## src/rtl/hilo_muldiv_pkg.sv

```systemverilog
// -----------------------------------------------------------------------------
// hilo_muldiv_pkg
// Shared definitions for the HI/LO multiply/divide unit: MIPS funct codes
// handled by the unit, the FSM state encoding and small decode helpers.
// No ports (package).
// -----------------------------------------------------------------------------
package hilo_muldiv_pkg;

  // Funct codes; identical to the values the ALU decoder sees in EX.
  localparam logic [5:0] F_MTHI  = 6'd17;
  localparam logic [5:0] F_MTLO  = 6'd19;
  localparam logic [5:0] F_MULT  = 6'd24;
  localparam logic [5:0] F_MULTU = 6'd25;
  localparam logic [5:0] F_DIV   = 6'd26;
  localparam logic [5:0] F_DIVU  = 6'd27;

  typedef enum logic [1:0] {
    IDLE = 2'd0,
    RUN  = 2'd1,
    FIX  = 2'd2
  } state_e;

  // Multi-cycle ops (everything except MTHI/MTLO).
  function automatic logic is_arith(input logic [5:0] f);
    return (f == F_MULT) || (f == F_MULTU) || (f == F_DIV) || (f == F_DIVU);
  endfunction

  function automatic logic is_div_op(input logic [5:0] f);
    return (f == F_DIV) || (f == F_DIVU);
  endfunction

  function automatic logic is_signed_op(input logic [5:0] f);
    return (f == F_MULT) || (f == F_DIV);
  endfunction

endpackage

```

## src/rtl/hilo_muldiv_if.sv

```systemverilog
// -----------------------------------------------------------------------------
// hilo_muldiv_if
// Request/result bundle between the EX stage (master) and the multiply/divide
// unit (slave).
//   start, ctl, a, b          : request (master -> slave)
//   busy, done, div_by_zero   : status  (slave -> master)
//   hi, lo                    : HI/LO register contents (slave -> master)
// -----------------------------------------------------------------------------
interface hilo_muldiv_if #(
  parameter int WIDTH = 32
);
  logic             start;
  logic [5:0]       ctl;
  logic [WIDTH-1:0] a;
  logic [WIDTH-1:0] b;
  logic             busy;
  logic             done;
  logic             div_by_zero;
  logic [WIDTH-1:0] hi;
  logic [WIDTH-1:0] lo;

  modport master (
    output start, ctl, a, b,
    input  busy, done, div_by_zero, hi, lo
  );

  modport slave (
    input  start, ctl, a, b,
    output busy, done, div_by_zero, hi, lo
  );
endinterface

```

## src/rtl/hilo_muldiv_step.sv

```systemverilog
// -----------------------------------------------------------------------------
// muldiv_step
// One radix-2 iteration of the multiply/divide datapath, purely combinational.
//   op_is_div_i : 1 = restoring divide step, 0 = shift-add multiply step
//   acc_i/acc_o : 2W multiply accumulator {partial product, remaining multiplier}
//   rem_i/rem_o : W+1 bit partial remainder
//   quo_i/quo_o : dividend bits shifting out / quotient bits shifting in
//   opnd_i      : multiplicand (multiply) or divisor (divide), magnitudes
// Fields not used by the selected operation pass through unchanged.
// -----------------------------------------------------------------------------
module muldiv_step
  import hilo_muldiv_pkg::*;
#(
  parameter int WIDTH = 32
) (
  input  logic               op_is_div_i,
  input  logic [2*WIDTH-1:0] acc_i,
  input  logic [WIDTH:0]     rem_i,
  input  logic [WIDTH-1:0]   quo_i,
  input  logic [WIDTH-1:0]   opnd_i,
  output logic [2*WIDTH-1:0] acc_o,
  output logic [WIDTH:0]     rem_o,
  output logic [WIDTH-1:0]   quo_o
);

  // Multiply: add the multiplicand into the upper half when the current
  // multiplier bit is set; the carry lands in the top bit before the shift.
  logic [WIDTH:0]   sum;
  // Divide: the trial value is one bit wider than the remainder so the
  // subtract's MSB is a pure borrow flag.
  logic [WIDTH+1:0] trial;
  logic [WIDTH+1:0] diff;
  logic             borrow;

  assign sum    = {1'b0, acc_i[2*WIDTH-1:WIDTH]} + {1'b0, opnd_i};
  assign trial  = {rem_i, quo_i[WIDTH-1]};
  assign diff   = trial - {2'b00, opnd_i};
  assign borrow = diff[WIDTH+1];

  always_comb begin
    acc_o = acc_i;
    rem_o = rem_i;
    quo_o = quo_i;
    if (op_is_div_i) begin
      rem_o = borrow ? trial[WIDTH:0] : diff[WIDTH:0];
      quo_o = {quo_i[WIDTH-2:0], ~borrow};
    end else if (acc_i[0]) begin
      acc_o = {sum, acc_i[WIDTH-1:1]};
    end else begin
      acc_o = {1'b0, acc_i[2*WIDTH-1:1]};
    end
  end

endmodule

```

## src/rtl/hilo_muldiv.sv

```systemverilog
// -----------------------------------------------------------------------------
// hilo_muldiv
// Multi-cycle MIPS multiply/divide unit owning the HI/LO register pair.
// Executes MULT/MULTU/DIV/DIVU over WIDTH radix-2 steps plus one sign-fix
// cycle, and MTHI/MTLO in a single cycle.
//   clk   : rising-edge clock
//   rst_n : asynchronous active-low reset (aborts any operation in flight)
//   bus   : slave side of hilo_muldiv_if (start/ctl/a/b in,
//           busy/done/div_by_zero/hi/lo out)
// -----------------------------------------------------------------------------
module hilo_muldiv
  import hilo_muldiv_pkg::*;
#(
  parameter int WIDTH = 32
) (
  input logic          clk,
  input logic          rst_n,
  hilo_muldiv_if.slave bus
);

  localparam int CNT_W = $clog2(WIDTH);
  localparam int W2    = 2 * WIDTH;

  // Control state
  state_e           state_q;
  logic [CNT_W-1:0] cnt_q;
  logic             busy_q;
  logic             done_q;
  logic             dbz_q;
  logic [WIDTH-1:0] hi_q;
  logic [WIDTH-1:0] lo_q;
  logic             op_div_q;
  logic             sign_a_q;
  logic             sign_b_q;
  logic             b_zero_q;

  // Iteration datapath
  logic [W2-1:0]    acc_q, acc_d;
  logic [WIDTH:0]   rem_q, rem_d;
  logic [WIDTH-1:0] quo_q, quo_d;
  logic [WIDTH-1:0] opnd_q;

  function automatic logic [WIDTH-1:0] magnitude(input logic signed [WIDTH-1:0] v,
                                                 input logic is_signed);
    logic [WIDTH-1:0] u;
    u = v;
    if (is_signed && v[WIDTH-1]) magnitude = ~u + WIDTH'(1);
    else                         magnitude = u;
  endfunction

  function automatic logic [WIDTH-1:0] neg_w(input logic [WIDTH-1:0] v);
    return ~v + WIDTH'(1);
  endfunction

  function automatic logic [W2-1:0] neg_2w(input logic [W2-1:0] v);
    return ~v + W2'(1);
  endfunction

  // Request decode (only meaningful in IDLE)
  logic             take_arith;
  logic             start_div;
  logic             start_signed;
  logic [WIDTH-1:0] mag_a;
  logic [WIDTH-1:0] mag_b;

  assign start_div    = is_div_op(bus.ctl);
  assign start_signed = is_signed_op(bus.ctl);
  assign take_arith   = (state_q == IDLE) && bus.start && is_arith(bus.ctl);
  assign mag_a        = magnitude(bus.a, start_signed);
  assign mag_b        = magnitude(bus.b, start_signed);

  // Sign correction applied in FIX. Sign flags are zero for unsigned ops, so
  // these reduce to pass-through there. Signed overflow (MIN / -1) needs no
  // special case: the magnitude quotient 2^(W-1) negates to itself.
  logic [W2-1:0]    prod_fix;
  logic [WIDTH-1:0] quo_fix;
  logic [WIDTH-1:0] rem_fix;

  assign prod_fix = (sign_a_q ^ sign_b_q) ? neg_2w(acc_q) : acc_q;
  assign quo_fix  = (sign_a_q ^ sign_b_q) ? neg_w(quo_q)  : quo_q;
  assign rem_fix  = sign_a_q ? neg_w(rem_q[WIDTH-1:0]) : rem_q[WIDTH-1:0];

  muldiv_step #(
    .WIDTH (WIDTH)
  ) u_step (
    .op_is_div_i (op_div_q),
    .acc_i       (acc_q),
    .rem_i       (rem_q),
    .quo_i       (quo_q),
    .opnd_i      (opnd_q),
    .acc_o       (acc_d),
    .rem_o       (rem_d),
    .quo_o       (quo_d)
  );

  // Iteration registers carry no reset: they are always loaded on acceptance
  // and only reach hi/lo through the FIX cycle.
  always_ff @(posedge clk) begin
    if (take_arith) begin
      opnd_q <= start_div ? mag_b : mag_a;
      acc_q  <= {{WIDTH{1'b0}}, mag_b};
      rem_q  <= '0;
      quo_q  <= mag_a;
    end else if (state_q == RUN) begin
      acc_q <= acc_d;
      rem_q <= rem_d;
      quo_q <= quo_d;
    end
  end

  always_ff @(posedge clk or negedge rst_n) begin
    if (!rst_n) begin
      state_q  <= IDLE;
      cnt_q    <= '0;
      busy_q   <= 1'b0;
      done_q   <= 1'b0;
      dbz_q    <= 1'b0;
      hi_q     <= '0;
      lo_q     <= '0;
      op_div_q <= 1'b0;
      sign_a_q <= 1'b0;
      sign_b_q <= 1'b0;
      b_zero_q <= 1'b0;
    end else begin
      done_q <= 1'b0;
      dbz_q  <= 1'b0;
      unique case (state_q)
        IDLE: begin
          if (bus.start) begin
            if (bus.ctl == F_MTHI) begin
              hi_q   <= bus.a;
              done_q <= 1'b1;
            end else if (bus.ctl == F_MTLO) begin
              lo_q   <= bus.a;
              done_q <= 1'b1;
            end else if (is_arith(bus.ctl)) begin
              state_q  <= RUN;
              cnt_q    <= '0;
              busy_q   <= 1'b1;
              op_div_q <= start_div;
              sign_a_q <= start_signed & bus.a[WIDTH-1];
              sign_b_q <= start_signed & bus.b[WIDTH-1];
              b_zero_q <= start_div && (bus.b == '0);
            end
          end
        end
        RUN: begin
          cnt_q <= cnt_q + CNT_W'(1);
          if (cnt_q == CNT_W'(WIDTH - 1)) state_q <= FIX;
        end
        FIX: begin
          state_q <= IDLE;
          busy_q  <= 1'b0;
          done_q  <= 1'b1;
          if (op_div_q) begin
            // With a zero divisor every trial succeeds, so the remainder
            // already equals the dividend; only the quotient is forced.
            hi_q  <= rem_fix;
            lo_q  <= b_zero_q ? {WIDTH{1'b1}} : quo_fix;
            dbz_q <= b_zero_q;
          end else begin
            hi_q <= prod_fix[W2-1:WIDTH];
            lo_q <= prod_fix[WIDTH-1:0];
          end
        end
        default: state_q <= IDLE;
      endcase
    end
  end

  assign bus.busy        = busy_q;
  assign bus.done        = done_q;
  assign bus.div_by_zero = dbz_q;
  assign bus.hi          = hi_q;
  assign bus.lo          = lo_q;

endmodule
```

## src/flat_wrapper.sv

```systemverilog
// flat-port wrapper written by rule: the top's interface ports become plain ports
module hilo_muldiv_flat import hilo_muldiv_pkg::*;
#(
  parameter int WIDTH = 32
)
  (clk, rst_n, bus_start, bus_ctl, bus_a, bus_b, bus_busy, bus_done, bus_div_by_zero, bus_hi, bus_lo);
  hilo_muldiv_if #(.WIDTH(WIDTH)) bus_i ();
  input logic clk;
  input logic rst_n;
  input wire logic [$bits(bus_i.start)-1:0] bus_start;
  input wire logic [$bits(bus_i.ctl)-1:0] bus_ctl;
  input wire logic [$bits(bus_i.a)-1:0] bus_a;
  input wire logic [$bits(bus_i.b)-1:0] bus_b;
  output wire logic [$bits(bus_i.busy)-1:0] bus_busy;
  output wire logic [$bits(bus_i.done)-1:0] bus_done;
  output wire logic [$bits(bus_i.div_by_zero)-1:0] bus_div_by_zero;
  output wire logic [$bits(bus_i.hi)-1:0] bus_hi;
  output wire logic [$bits(bus_i.lo)-1:0] bus_lo;
  assign bus_i.start = bus_start;
  assign bus_i.ctl = bus_ctl;
  assign bus_i.a = bus_a;
  assign bus_i.b = bus_b;
  assign bus_busy = bus_i.busy;
  assign bus_done = bus_i.done;
  assign bus_div_by_zero = bus_i.div_by_zero;
  assign bus_hi = bus_i.hi;
  assign bus_lo = bus_i.lo;
  hilo_muldiv #(.WIDTH(WIDTH)) u_core (.clk(clk), .rst_n(rst_n), .bus(bus_i));
endmodule
```

## config.mk

```make
export PLATFORM = sky130hd
export DESIGN_NAME = hilo_muldiv_flat
export DESIGN_NICKNAME = d
export VERILOG_FILES = /design/src/rtl/hilo_muldiv_pkg.sv /design/src/rtl/hilo_muldiv_if.sv /design/src/rtl/hilo_muldiv_step.sv /design/src/rtl/hilo_muldiv.sv /design/src/flat_wrapper.sv
export SDC_FILE = /design/constraint.sdc
export NUM_CORES = 1
export LEC_CHECK = 0
export ABC_AREA = 1
export BUFFER_PORTS_ARGS = -buffer_cell sky130_fd_sc_hd__buf_4
export CAP_MARGIN = 20
export CORE_ASPECT_RATIO = 0.9
export CORE_UTILIZATION = 38
export CTS_CLUSTER_SIZE = 40
export DETAILED_ROUTE_END_ITERATION = 10
export PLACE_DENSITY = 0.51
export SYNTH_ARGS = -nofsm -noshare
export SYNTH_HDL_FRONTEND = slang
export SYNTH_SLANG_ARGS = --single-unit
```

## constraint.sdc

```tcl
create_clock -name clk -period 5.5 [get_ports clk]
set_input_delay 0.55 -clock clk [delete_from_list [all_inputs] [get_ports clk]]
set_output_delay 0.55 -clock clk [all_outputs]
set_load 0.05 [all_outputs]
```

# --- Word level (Yosys, flattened, before mapping) ---
# Index checks and enable logic that the tools add are counted.
totals:
  mem_bits_ro: 0
  regBits: 239
  ram_bits: 0
  wordCells: 125
  output_inout_bits: 67
  input_bits: 73
  n_memories: 0
  latchBits: 0
op_classes:
  div: 0
  eq_ne: 17
  bitwise_logic: 12
  n_mux: 46
  n_addsub: 8
  order_cmp: 0
  mul: 0
  shift: 0
  n_reduce_logical: 26
op_table:
  columns: ["cell", "n"]
  rows:
  - ["2-to-1 mux 32 bit", 19]
  - ["adder 32 x 1 -> 32 bit, second input constant", 4]
  - ["2-to-1 mux 64 bit", 2]
  - ["inverter 32 bit", 4]
  - ["one-hot mux 32 bit (2 select lines)", 2]
  - ["adder 64 x 1 -> 64 bit, second input constant", 1]
  - ["inverter 64 bit", 1]
  - ["equality test 6 x 5 -> 1 bit, second input constant", 6]
  - ["subtractor 34 x 32 -> 34 bit", 1]
  - ["adder 32 x 32 -> 33 bit", 1]
  - ["2-to-1 mux 33 bit", 1]
  - ["zero test 32 bit", 1]
  - ["2-to-1 mux 5 bit", 4]
  - ["AND reduction 5 bit", 4]
  - ["!= test 2 bit, second input constant", 8]
  - ["2-to-1 mux 2 bit", 5]
  - ["one-hot mux 5 bit (2 select lines)", 1]
  - ["2-to-1 mux 1 bit", 9]
  - ["AND reduction 2 bit", 4]
  - ["nonzero test 2 bit", 4]
  - ["adder 5 x 1 -> 5 bit, second input constant", 1]
  - ["equality test 5 bit, second input constant", 1]
  - ["logical AND 1 bit", 5]
  - ["logical OR 1 bit", 5]
  - ["10 further kinds", 15]

# --- Longest topological paths before layout ---
logic_depth:
  ltp_word: 9
  ltp_mapped: 18

# --- Modules after synthesis ---
# From an unflattened synthesis, not the netlist that was laid out.
hier_totals:
  hier_cells: 3916
  area_unflattened_um2: 23199.8
modules_own_cells:
  columns: ["mod", "cells_per_inst", "area_each_um2", "instances"]
  rows:
  - ["hilo_muldiv", 2452, 16128.0, 1]
  - ["muldiv_step", 1464, 7071.8, 1]

# --- Worst setup path before layout ---
# OpenSTA, ideal clock, no wires.
synth_path:
  path_type: "input -> register"
  startpoint: "input port bus_ctl[4]"
  endpoint: "register u_core.acc_q[0] (data pin)"
  stages: 8
  n_path_buf: 1
  setup_time_ns: 0.314
  required_ns: 5.186
  t_arrival_ns: 2.376
  setup_slack_ns: 2.810
  path_cell_list: "inv_1 > nor2_2 > nand2_1 > nor2_2 > nand2_1 > nor2_2 > clkbuf_1 > o21ai_0"
synth_between:
  elab_chain_cells: 6
synth_rtl:
  columns: ["item", "line_no", "rtl"]
  rows:
  - ["start, declared", "flat_wrapper.sv:11", "input wire logic [$bits(bus_i.ctl)-1:0] bus_ctl;"]
  - ["equality test 6 x 5 -> 1 bit", "hilo_muldiv_pkg.sv:25", "return (f == F_MULT) || (f == F_MULTU) || (f == F_DIV) || (f == F_DIVU);"]
  - ["logical OR 1 bit (2 in series)", "hilo_muldiv_pkg.sv:25", null]
  - ["logical OR 1 bit *", "hilo_muldiv_pkg.sv:25", null]
  - ["logical AND 1 bit *", "hilo_muldiv.sv:68", "assign take_arith = (state_q == IDLE) && bus.start && is_arith(bus.ctl);"]
  - ["named net u_core.take_arith", "hilo_muldiv.sv:60", "logic take_arith;"]
  - ["2-to-1 mux 32 bit *", "hilo_muldiv.sv:99", "if (take_arith) begin"]
  - ["end signal, assigned", "hilo_muldiv.sv:101", "acc_q <= {{WIDTH{1'b0}}, mag_b};"]
  - ["end, declared", "hilo_muldiv.sv:38", "logic [W2-1:0] acc_q, acc_d;"]
# The timed path passes the listed nets; every way through them passes the cells marked *.
# A chain may end at the register's enable or synchronous reset.

# --- Worst setup path after layout ---
layout_path:
  startpoint: "register u_core.acc_q[0]"
  endpoint: "register u_core.hi_q[12], in the netlist u_core.bus.hi[12]"
layout_between:
  elab_chain_cells: 5
layout_rtl:
  columns: ["item", "line_no", "rtl"]
  rows:
  - ["inverter 64 bit", "hilo_muldiv.sv:56", "return ~v + W2'(1);"]
  - ["adder 64 x 1 -> 64 bit", "hilo_muldiv.sv:56", null]
  - ["2-to-1 mux 64 bit", "hilo_muldiv.sv:79", "assign prod_fix = (sign_a_q ^ sign_b_q) ? neg_2w(acc_q) : acc_q;"]
  - ["2-to-1 mux 32 bit", "hilo_muldiv.sv:155", "if (op_div_q) begin"]
  - ["one-hot mux 32 bit (2 select lines)", "hilo_muldiv.sv:127", "unique case (state_q)"]
  - ["end signal, assigned", "hilo_muldiv.sv:131", "hi_q <= bus.a;"]
  - ["end signal, assigned", "hilo_muldiv.sv:158", "hi_q <= rem_fix;"]
  - ["end signal, assigned", "hilo_muldiv.sv:162", "hi_q <= prod_fix[W2-1:WIDTH];"]
  - ["end, declared", "hilo_muldiv.sv:30", "logic [WIDTH-1:0] hi_q;"]
# Every way passes these cells.

==> flow_results.org <==
** Clocking
- The number of hold buffers added after CTS was 1.
- CTS built an H-tree with a depth of 1.
- For this design, the sink count on the clock tree is between 200 and 250.
- TritonCTS buffer count :: 31
- Clock tree from TritonCTS :: done
- Clock-pin slew was measured on the worst setup and hold paths at around 0.060 ns.
- No sink is reached through more buffers than the 3 on the longest clock path.
- Worst-Skew Late Latency :: 0.60 ns
- Post-cts sizing count :: 0
- The tree is rooted in a sky130_fd_sc_hd__clkbuf_16.
- Number of setup buffers added after CTS :: 0

** Setup path
- End of the worst register-to-register path :: u_core.bus.hi[12]$_DFFE_PN0P_
- Cell with the largest stage delay on the worst path :: sky130_fd_sc_hd__edfxtp_1
- Worst-path maximum fanout :: slightly below 50
- Type of the worst setup path :: reg -> reg
- Arrival time reported for the critical path endpoint :: 3.95 ns
- The startpoint identified for the worst register-to-register timing path is u_core.acc_q[0]$_DFFE_PP_.
- Most repeated library cell on the critical path :: sky130_fd_sc_hd__nand2_1
- In this run the number of cells on the critical path is 13.
- Among cell families on the critical path, the largest total delay comes from simple AND/OR/NAND/NOR gates.
- R2R Setup Slk :: 2.07 ns
- In this run the worst setup path terminates at u_core.bus.hi[12]$_DFFE_PN0P_.
- Type of origin of the critical path :: flop
- The critical path goes through inv_1 -> buf_4 -> ha_1 -> nand2_1 -> nor2_1 -> nand3_1 -> o21ai_2 -> o21ai_1 -> a21oi_1 -> o21ai_0 -> nand2_1 -> nand2_1 -> nand2_1.
- Worst path max stage delay :: 0.76 ns
- Path depth of the worst reg2reg path :: 13
- Critical Path RT :: 6.02 ns
- Origin of the worst setup path :: u_core.acc_q[0]$_DFFE_PP_
- STA classifies the critical path endpoint as a flop.
- Number of buffer and inverter instances along the worst setup path :: 2

** Power and ir drop
- In this run, flip-flops and latches consume between 20% and 30% of the power.
- Internal power consumption :: between 0.006 and 0.007 W
- Power spread over the standard cell area amounts to 639 nW/um^2.
- In this run the static leakage power is 10.9 nW.
- Of the total power, the clock network draws a little over an eighth.
- Combinational logic is responsible for around 62% of the overall power.
- The worst-case IR drop observed on VDD is 0.324 mV.
- For this design the total switching power over the nets is 0.00848 W.
- Switch share :: a little under three fifths

** STA
- Worst Max-Slew Pin Slew :: just over 1 ns
- Clk_skew :: roughly 0.026 ns
- The number of pins exceeding their max-slew limit in the final report came to 0.
- Final Critical Period :: 3.43 ns
- In the final timing run, aggregate negative setup slack is 0 ns.
- Setup violations remaining at the end of the flow were counted as 0.
- Of the available clock period, the critical path in the final layout requires approximately 62%.
- Maximum clock rate :: about 290 MHz
- Unrepaired setup endpoints after global routing :: false
- The final count of hold timing violations came to 0.
- In this run the tightest slew margin relative to its limit is 32.2%.

** Detailed routing
- The final layout contains routed wiring with a total length of roughly 99000 um.
- In this run the remaining antenna-violating nets after routing total 0.
- The final route contains 23.4k vias.
- Number of iterations in the first detailed-routing pass :: 6
- In the routed design, unresolved DRC markers number 0.
- Dividing the detail-routed wire length by the instance count gives 23.4 um.
- Vias per std cell :: 5.56
- Violation count after the first detailed-routing iteration :: 2301

** Logic synthesis
- The number of nets handed over by synthesis was approximately 3.5k.
- Number of synthesis warnings :: 0
- Counting flops with an async set or reset pin after synthesis yields a share of 32.6%.
- Commonest cells in the synthesized netlist :: sky130_fd_sc_hd__nand2_1, sky130_fd_sc_hd__nor2_1, sky130_fd_sc_hd__inv_1
- Most frequent cell after synthesis :: sky130_fd_sc_hd__nand2_1
- Top post-synthesis cells by area :: sky130_fd_sc_hd__nand2_1, sky130_fd_sc_hd__edfxtp_1, sky130_fd_sc_hd__dfrtp_1
- Synth Instances :: about 3.4k
- Count of distinct cell types in the synthesized netlist :: 53
- Share of the synthesized area in the top cell type :: 19.0%
- Largest area contributor in the synthesized netlist :: sky130_fd_sc_hd__nand2_1
- For this run, the register share of the synthesized area comes to 29.6%.
- Synthesized cell area :: 20700 um^2
- Counting flops with a built-in enable in the synthesized netlist gives 96.
- Number of storage elements in the synthesis netlist :: 239
- Averaged over all synthesized cells, the footprint is roughly 6 um^2.
- In the synthesized netlist the dominant register cell turns out to be sky130_fd_sc_hd__edfxtp_1.

** GRT
- The first global-routing pass estimated 143000 um of wire.
- The via count of the first global-routing pass came to 22.1k.
- Global routing used 35.1% of the available tracks.
- Maximum number of pins on one net before global-route repair :: 102
- Aggregate global routing overflow :: 0
- Initial antenna violation count :: 0

** Cells and area
- NumNets Final :: 3631
- The layout has 5887 filler cells.
- Final standard cell utilization of the core :: between 40% and 50%
- Proportion of layout cells with a drive suffix above 1 :: 6.98%
- The multi-input combinational cells in the finished layout cover a total of 12700 um^2.
- Layout overhead on the synthesized area :: 12.7%
- Post-route cell area :: around 23000 um^2
- Seq. cell area :: ~6100 um^2

** Floorplanning
- Total die area :: 55500 um^2
- Die height :: ~220 um
- The initial utilization of the core area, before any placement, comes to between 30% and 40%.
- Floorplan row count :: 80
- 140 I/O pins were placed.
- Die X :: 248 um
- The core region is roughly 53000 um^2.

** Min path
- Hold WC Path Type :: in -> reg
- Worst hold stages :: 4

** Place
- Routability-driven placement finished with a final weighted congestion of 1.00.
- Once detailed placement completed, the half-perimeter wirelength came to 80000 um.
- Post-DP Area :: 22400 um^2
- Port buffering added ~140 buffers.

** Job
- Number of violations of the max-capacitance limit :: 0

** Status
- The flow ran to the end, and the final reports show no timing, DRC or antenna violations.
tightest hold or removal path, cell delays in order:
cell and delay [ns]:
sky130_fd_sc_hd__buf_4 0.08, sky130_fd_sc_hd__nor2_2 0.04, sky130_fd_sc_hd__nand3_1 0.08, sky130_fd_sc_hd__o31ai_1 0.08
layout by cell type, fill, tap and decap left out, types with 39 or more instances in the layout:
cell type	count
sky130_fd_sc_hd__nand2_1	1052
sky130_fd_sc_hd__nor2_1	471
sky130_fd_sc_hd__inv_1	386
sky130_fd_sc_hd__nand3_1	279
sky130_fd_sc_hd__o21ai_0	250
sky130_fd_sc_hd__a21oi_1	213
sky130_fd_sc_hd__buf_4	155
sky130_fd_sc_hd__edfxtp_1	96
sky130_fd_sc_hd__dfrtp_1	78
sky130_fd_sc_hd__ha_1	71
sky130_fd_sc_hd__xor2_1	67
sky130_fd_sc_hd__dfxtp_1	65
sky130_fd_sc_hd__nor3_1	39
final cells by class:
type	instances	area share, %
tap	697	3.73
antenna	1	0.0107
timing repair buffer	160	5.42
inverter	396	6.37
multi-input combinational	2657	54.2
clock inverter	17	0.503
clock buffer	40	3.55
sequential	239	26.2
worst min-delay path by stage:
stage                    start                      endpoint
detailed placement       rst_n  u_core.bus.lo[2]$_DFFE_PN0P_
finish              bus_ctl[5]     u_core.bus.done$_DFF_PN0_
global route        bus_ctl[5]     u_core.bus.done$_DFF_PN0_
floorplan                rst_n   u_core.b_zero_q$_DFFE_PN0P_
global placement         rst_n  u_core.bus.lo[2]$_DFFE_PN0P_
CTS                 bus_ctl[5]     u_core.bus.done$_DFF_PN0_
stage by stage:
stage	instances	worst slack (ns)	power [W]	hold slack, ns
after CTS	4205	2.14	0.0148	0.260
after global routing	4206	1.83	0.0160	0.304
after floorplan	3392	2.81	0.00968	0.254
final	4207	2.07	0.0150	0.280
after global placement	4145	2.20	0.0127	0.398
after detailed placement	4147	2.15	0.0128	0.401
flip-flops by register name, indices dropped and copies added (netlist names), 2 cells and up:
signal,cells
u_core.acc_q,64
u_core.bus.hi,32
u_core.bus.lo,32
u_core.cnt_q,5
u_core.opnd_q,32
u_core.quo_q,32
u_core.rem_q,33
u_core.state_q,2
cell families after synthesis:
logic type	synth area share, %
xor gates and xnor gates	4.00
buffers and inverters	9.47
DFF	29.6
and+or+nand+nor	37.5
muxes	0.0482
adders and majority gates	4.47
AOI/OAI and AO/OA	14.9
power groups by stage:
stage | combinational (W) | clock [W] | sequential, W
5_1_grt | 0.0102 | 0.00205 | 0.00377
3_5_place_dp | 0.00908 | 0 | 0.00370
4_1_cts | 0.00913 | 0.00198 | 0.00367
2_1_floorplan | 0.00577 | 0 | 0.00390
3_3_place_gp | 0.00903 | 0 | 0.00370
6_report | 0.00929 | 0.00195 | 0.00371
metal layers:
metal | wire, um | vias to the layer above | track usage [%]
met5 | 0 | - | 0
met4 | 6180 | 0 | 19.3
met2 | 44800 | 950 | 55.9
met3 | 6170 | 218 | 4.68
li1 | - | 11200 | -
met1 | 41400 | 11000 | 45.6
Note: power is estimated with default switching activity, not from simulation.
